## src/rtl/eth_frame_builder.sv

```systemverilog
// Builds a 526-byte Ethernet II/IPv4/UDP frame into the frame BRAM from a 484-byte payload stream.
// 12 cycles trigger-to-first-header-write; s_ready only in PAYLOAD, and no writes while the transmitter owns the buffer.
module eth_frame_builder #(
  parameter logic [47:0] MAC_DST   = 48'hFFFFFFFFFFFF,
  parameter logic [47:0] MAC_SRC   = 48'h020000000001,
  parameter logic [31:0] IP_SRC    = 32'hC0A8010A,
  parameter logic [31:0] IP_DST    = 32'hC0A80101,
  parameter logic [15:0] UDP_SPORT = 16'd4000,
  parameter logic [15:0] UDP_DPORT = 16'd4000,
  parameter logic [7:0]  TTL       = 8'd64
) (
  input  logic        clk,
  input  logic        rst_n,
  input  logic [7:0]  s_data,
  input  logic        s_valid,
  output logic        s_ready,
  output logic        tx_start,
  input  logic        tx_busy,
  output logic        bram_wr_en,
  output logic [9:0]  bram_wr_addr,
  output logic [7:0]  bram_wr_data,
  output logic [15:0] frame_count
);

  typedef enum logic [2:0] {IDLE, CSUM, FOLD, HDR, PAYLOAD, START, WAIT} state_t;

  state_t      state, state_nxt;
  logic [8:0]  cnt, cnt_nxt;
  logic [19:0] acc, acc_nxt;
  logic [16:0] f1, f1_nxt;
  logic [15:0] ip_csum, ip_csum_nxt;
  logic [15:0] ip_id, ip_id_nxt;
  logic [15:0] csum_word;
  logic [335:0] hdr_bits;
  logic [5:0]  hdr_idx;
  logic [7:0]  hdr_byte;

  assign frame_count = ip_id;

  // Header laid out MSB-first so byte 0 is the top octet of the vector.
  assign hdr_bits = {MAC_DST, MAC_SRC, 16'h0800, 8'h45, 8'h00, 16'h0200, ip_id,
                     16'h4000, TTL, 8'h11, ip_csum, IP_SRC, IP_DST,
                     UDP_SPORT, UDP_DPORT, 16'h01EC, 16'h0000};
  assign hdr_idx  = 6'd41 - cnt[5:0];
  assign hdr_byte = hdr_bits[{hdr_idx, 3'b000} +: 8];

  always_comb begin
    case (cnt[3:0])
      4'd0:    csum_word = 16'h4500;
      4'd1:    csum_word = 16'h0200;
      4'd2:    csum_word = ip_id;
      4'd3:    csum_word = 16'h4000;
      4'd4:    csum_word = {TTL, 8'h11};
      4'd6:    csum_word = IP_SRC[31:16];
      4'd7:    csum_word = IP_SRC[15:0];
      4'd8:    csum_word = IP_DST[31:16];
      4'd9:    csum_word = IP_DST[15:0];
      default: csum_word = 16'h0000;
    endcase
  end

  always_ff @(posedge clk or negedge rst_n) begin
    if (!rst_n) begin
      state   <= IDLE;
      cnt     <= '0;
      acc     <= '0;
      f1      <= '0;
      ip_csum <= '0;
      ip_id   <= '0;
    end else begin
      state   <= state_nxt;
      cnt     <= cnt_nxt;
      acc     <= acc_nxt;
      f1      <= f1_nxt;
      ip_csum <= ip_csum_nxt;
      ip_id   <= ip_id_nxt;
    end
  end

  always_comb begin
    state_nxt    = state;
    cnt_nxt      = cnt;
    acc_nxt      = acc;
    f1_nxt       = f1;
    ip_csum_nxt  = ip_csum;
    ip_id_nxt    = ip_id;
    s_ready      = 1'b0;
    tx_start     = 1'b0;
    bram_wr_en   = 1'b0;
    bram_wr_addr = '0;
    bram_wr_data = '0;
    case (state)
      IDLE: begin
        if (s_valid && !tx_busy) begin
          state_nxt = CSUM;
          cnt_nxt   = '0;
          acc_nxt   = '0;
        end
      end
      CSUM: begin
        acc_nxt = acc + {4'b0, csum_word};
        if (cnt == 9'd9) begin
          state_nxt = FOLD;
          cnt_nxt   = '0;
        end else begin
          cnt_nxt = cnt + 9'd1;
        end
      end
      FOLD: begin
        if (cnt == 9'd0) begin
          f1_nxt  = {1'b0, acc[15:0]} + {13'b0, acc[19:16]};
          cnt_nxt = 9'd1;
        end else begin
          ip_csum_nxt = ~(f1[15:0] + {15'b0, f1[16]});
          state_nxt   = HDR;
          cnt_nxt     = '0;
        end
      end
      HDR: begin
        bram_wr_en   = 1'b1;
        bram_wr_addr = {4'b0, cnt[5:0]};
        bram_wr_data = hdr_byte;
        if (cnt == 9'd41) begin
          state_nxt = PAYLOAD;
          cnt_nxt   = '0;
        end else begin
          cnt_nxt = cnt + 9'd1;
        end
      end
      PAYLOAD: begin
        s_ready    = 1'b1;
        bram_wr_en = s_valid;
        if (s_valid) begin
          bram_wr_addr = 10'd42 + {1'b0, cnt};
          bram_wr_data = s_data;
          if (cnt == 9'd483) begin
            state_nxt = START;
            cnt_nxt   = '0;
          end else begin
            cnt_nxt = cnt + 9'd1;
          end
        end
      end
      START: begin
        // Held as a level: the transmitter only samples it on its enable cycles.
        tx_start = 1'b1;
        if (tx_busy) state_nxt = WAIT;
      end
      WAIT: begin
        if (!tx_busy) begin
          ip_id_nxt = ip_id + 16'd1;
          state_nxt = IDLE;
        end
      end
      default: state_nxt = IDLE;
    endcase
  end

endmodule

```

## config.mk

```make
export PLATFORM = sky130hd
export DESIGN_NAME = eth_frame_builder
export DESIGN_NICKNAME = d
export VERILOG_FILES = /design/src/rtl/eth_frame_builder.sv
export SDC_FILE = /design/constraint.sdc
export NUM_CORES = 1
export LEC_CHECK = 0
export ABC_AREA = 1
export BUFFER_PORTS_ARGS = -buffer_cell sky130_fd_sc_hd__buf_2
export CAP_MARGIN = 10
export CELL_PAD_IN_SITES_DETAIL_PLACEMENT = 0
export CELL_PAD_IN_SITES_GLOBAL_PLACEMENT = 1
export CORE_ASPECT_RATIO = 0.7
export CORE_MARGIN = 8
export CORE_UTILIZATION = 25
export DETAILED_ROUTE_END_ITERATION = 10
export PLACE_DENSITY_LB_ADDON = 0.12
export SKIP_CTS_REPAIR_TIMING = 1
export SLEW_MARGIN = 20
export SYNTH_ARGS = -nofsm -noshare
export SYNTH_HDL_FRONTEND = slang
export SYNTH_SLANG_ARGS = --single-unit
export TNS_END_PERCENT = 50
```

## constraint.sdc

```tcl
create_clock -name clk -period 8 [get_ports clk]
set_input_delay 2.4 -clock clk [delete_from_list [all_inputs] [get_ports clk]]
set_output_delay 2.4 -clock clk [all_outputs]
set_load 0.02 [all_outputs]
```

==> impl_metrics.toml <==
[setup_path]
reg2reg_slack_ns = 3.95
critPathLaunchType = "primary input"
path_max_fanout = 13
end_kind = "output pin"
r2r_end = "acc[6]"
cpPeakStageDelay_ns = 0.25
crit_slowest_cell = "a211oi_1"
arrival_ns = 3.52
worstPathRequired_ns = 5.60
crit_chain = "buf_2, inv_1, nor2_1, buf_4, inv_1, a211oi_1, buf_2"
rr_startpoint = "cnt[0]"
critical_path_class = "primary input to output pin"
r2r_cells = 14

[drt]
avgRoutedWirePerCell_um = 17.66
num_vias = 6559
ant_nets = 0
drt-total-wl_um = 24510
firstDrtPassIters = 5
first_iter_violations = 503
route.detailed.drc = 0
viasPerCell = 4.726

[synthesis]
syn_inst = 1005
netlist_area_um2 = 6571
synth_fp_nets = 1051
synth.most_common_cell = "nand2_1"
yosysWarnings = 0
async_flop_share_pct = 100.0
synth_common_cells = "316 x nand2_1, 118 x inv_1, 94 x nor2_1, 87 x nand3_1, 81 x dfrtp_1"
synth-main-ff-cell = "dfrtp_1"
avgSynthCellArea_um2 = 6.539
synth_edf_count = 0
synth_seq_cells = 81
synth_area_leader_cell = "dfrtp_1"
synth-seq-area-share_pct = 30.85
synth_cell_type_count = 40
yosys-top-cells-area = "dfrtp_1 31%, nand2_1 18%, inv_1 6.7%, nand3_1 6.6%, ha_1 6.1%"
yosysTopAreaCellShare_pct = 30.85

[sta]
finalSetupViolCount = 0
finalCritPeriodShare_pct = 74.00
max_freq_ghz = 0.1689
setup_tns_ns = 0
worst-slew-pin-transition_ns = 0.9202
whs_ns = 0.4791
relSlewSlack_pct = 38.43
hold_violations = 0
clock_skew_ns = 0.009283
rsz0062_at_grt = "no"
report.final.slew_viol_count = 0
fin_crit_ns = 5.920

[hold_path]
holdPathEnd = "ip_csum[0]"
holdCritStartpoint = "ip_csum[0]"
min_path_cells = 2
hold_class = "flip-flop to flip-flop"

[global_route]
grt_overflow = 0
gr-usage-met3_pct = 3.206
grt_usage_pct = 15.65
grt_pass1_vias = 6270
busiest_layer = "met1"
grtUsageMet1_pct = 26.18
grt_max_degree = 47
antenna_found_initial = 0
met2_usage_pct = 19.48
grt_pass1_wl_um = 38300

[final_layout]
nNetsFinal = 1098
areaGrowthSynthToFinish_pct = 13.48
n_antenna_cell = 0
drive_above_1_share_pct = 9.272
fin_cells = 1388

[clock_tree]
insertion_delay_ns = 0.35
cts_root_buf = "clkbuf_16"
clock_path_buffers = 2
cts_tree = "done"
cts-htree-levels = 3
clk_pin_slew_worst_paths_ns = 0.06
cts_buffers = 9
cts.sinks = 81

[floorplan]
row_count = 49
die_w_um = 209.8
dieHeight_um = 151.6
initial_core_util_pct = 25.52
core_area_um2 = 25750
fp.dieArea_um2 = 31810
pin_count = 49

[place]
port_buffers = 48
routabilityCongestion = 0.8192
place_hpwl_um = 19600
dp_cells = 1372

[power_and_ir_drop]
switchingPower_mw = 1.347
leakagePower_nw = 3.772
p_int_mw = 1.242
powerDensity_nw_per_um2 = 347.2
ir_drop_mv = 0.1454
clock_power_share_pct = 16.6
pwr-share-comb_pct = 55.5
switching_share_pct = 52.03
seqPwrFrac_pct = 27.9

[flow_run]
drv_cap = 0

[outcome]
status = "complete, no violations"
[state kept, by name, summed over array words and instances (netlist names)]
name and flops:
acc 20, f1 17, frame_count 16, ip_csum 16
cnt 9, state 3
[through the flow]
stage          worst slack, ns  util [%]  area [µm²]  total power [mW]
2_1_floorplan            2.230         -        6571             1.680
3_3_place_gp             2.098     27.83        7167             2.176
3_5_place_dp             2.091     27.83        7167             2.167
4_1_cts                  2.075     28.96        7457             2.613
5_1_grt                  1.988     28.96        7457             2.839
6_report                 2.080     28.96        7457             2.589
[cells in the final DEF (no fill, tap or decap), types with 3 or more instances in the layout]
master / count
inv_2: 7
o2111ai_1: 3
nand3_2: 4
nor4_1: 3
xnor2_1: 5
xor2_1: 24
nor3_1: 21
clkbuf_16: 9
inv_1: 118
nand2_2: 4
nand4_1: 10
a21oi_1: 45
nand2_1: 316
o211ai_1: 8
clkbuf_1: 3
ha_1: 32
dfrtp_1: 81
nand3b_1: 7
buf_4: 7
nor2_4: 3
o22ai_1: 8
o21ai_0: 73
or2_2: 3
nor2_1: 94
o21bai_1: 3
a31oi_1: 7
buf_2: 47
o21ai_2: 5
nand3_1: 87
[worst max-delay path: cells and delay by family]
| family | cells | cell delay (ns) |
|---|---|---|
| and+or+nand+nor | 1 | 0.09 |
| AOI/OAI and AO/OA | 1 | 0.25 |
| buffers and inverters | 5 | 0.76 |
[worst max-delay path by stage]
stage	startpoint	endpoint	slack (ns)	depth (start not counted)
global route	s_valid	bram_wr_addr[6]	1.99	8
floorplan	s_valid	bram_wr_addr[9]	2.23	4
global placement	s_valid	bram_wr_addr[8]	2.10	7
finish	s_valid	bram_wr_addr[8]	2.08	7
CTS	s_valid	bram_wr_addr[8]	2.08	7
detailed placement	s_valid	bram_wr_addr[8]	2.09	7
[power groups by stage]
| stage | clock network [mW] | registers (mW) | logic (mW) |
|---|---|---|---|
| 2_1_floorplan | 0 | 0.678 | 1.00 |
| 3_3_place_gp | 0 | 0.733 | 1.44 |
| 3_5_place_dp | 0 | 0.729 | 1.44 |
| 4_1_cts | 0.447 | 0.722 | 1.44 |
| 5_1_grt | 0.458 | 0.747 | 1.63 |
| 6_report | 0.429 | 0.723 | 1.44 |
[logic make-up after synthesis]
logic type      synth area share, %
fa+ha+maj                     6.702
simple gates                  36.27
flops                         30.85
buf+inv                       8.816
xor+xnor                      4.113
compound gates                13.25
[metal layers]
metal	up-vias	share of wire, %
met5	-	0
met4	0	0.52
met1	3051	59
met2	127	36
met3	10	4.6
li1	3371	-
[area by class of cell]
cell class / instances / area, µm²
inverters: 126 / 473.0
repair buffers: 54 / 287.8
clock buffers: 13 / 250.2
clock inverters: 3 / 40.04
flip-flops and latches: 81 / 2027
well taps: 331 / 414.1
fillers: 2936 / 18290
multi-input cells: 780 / 3965
Note: power is estimated with default switching activity, not from simulation.
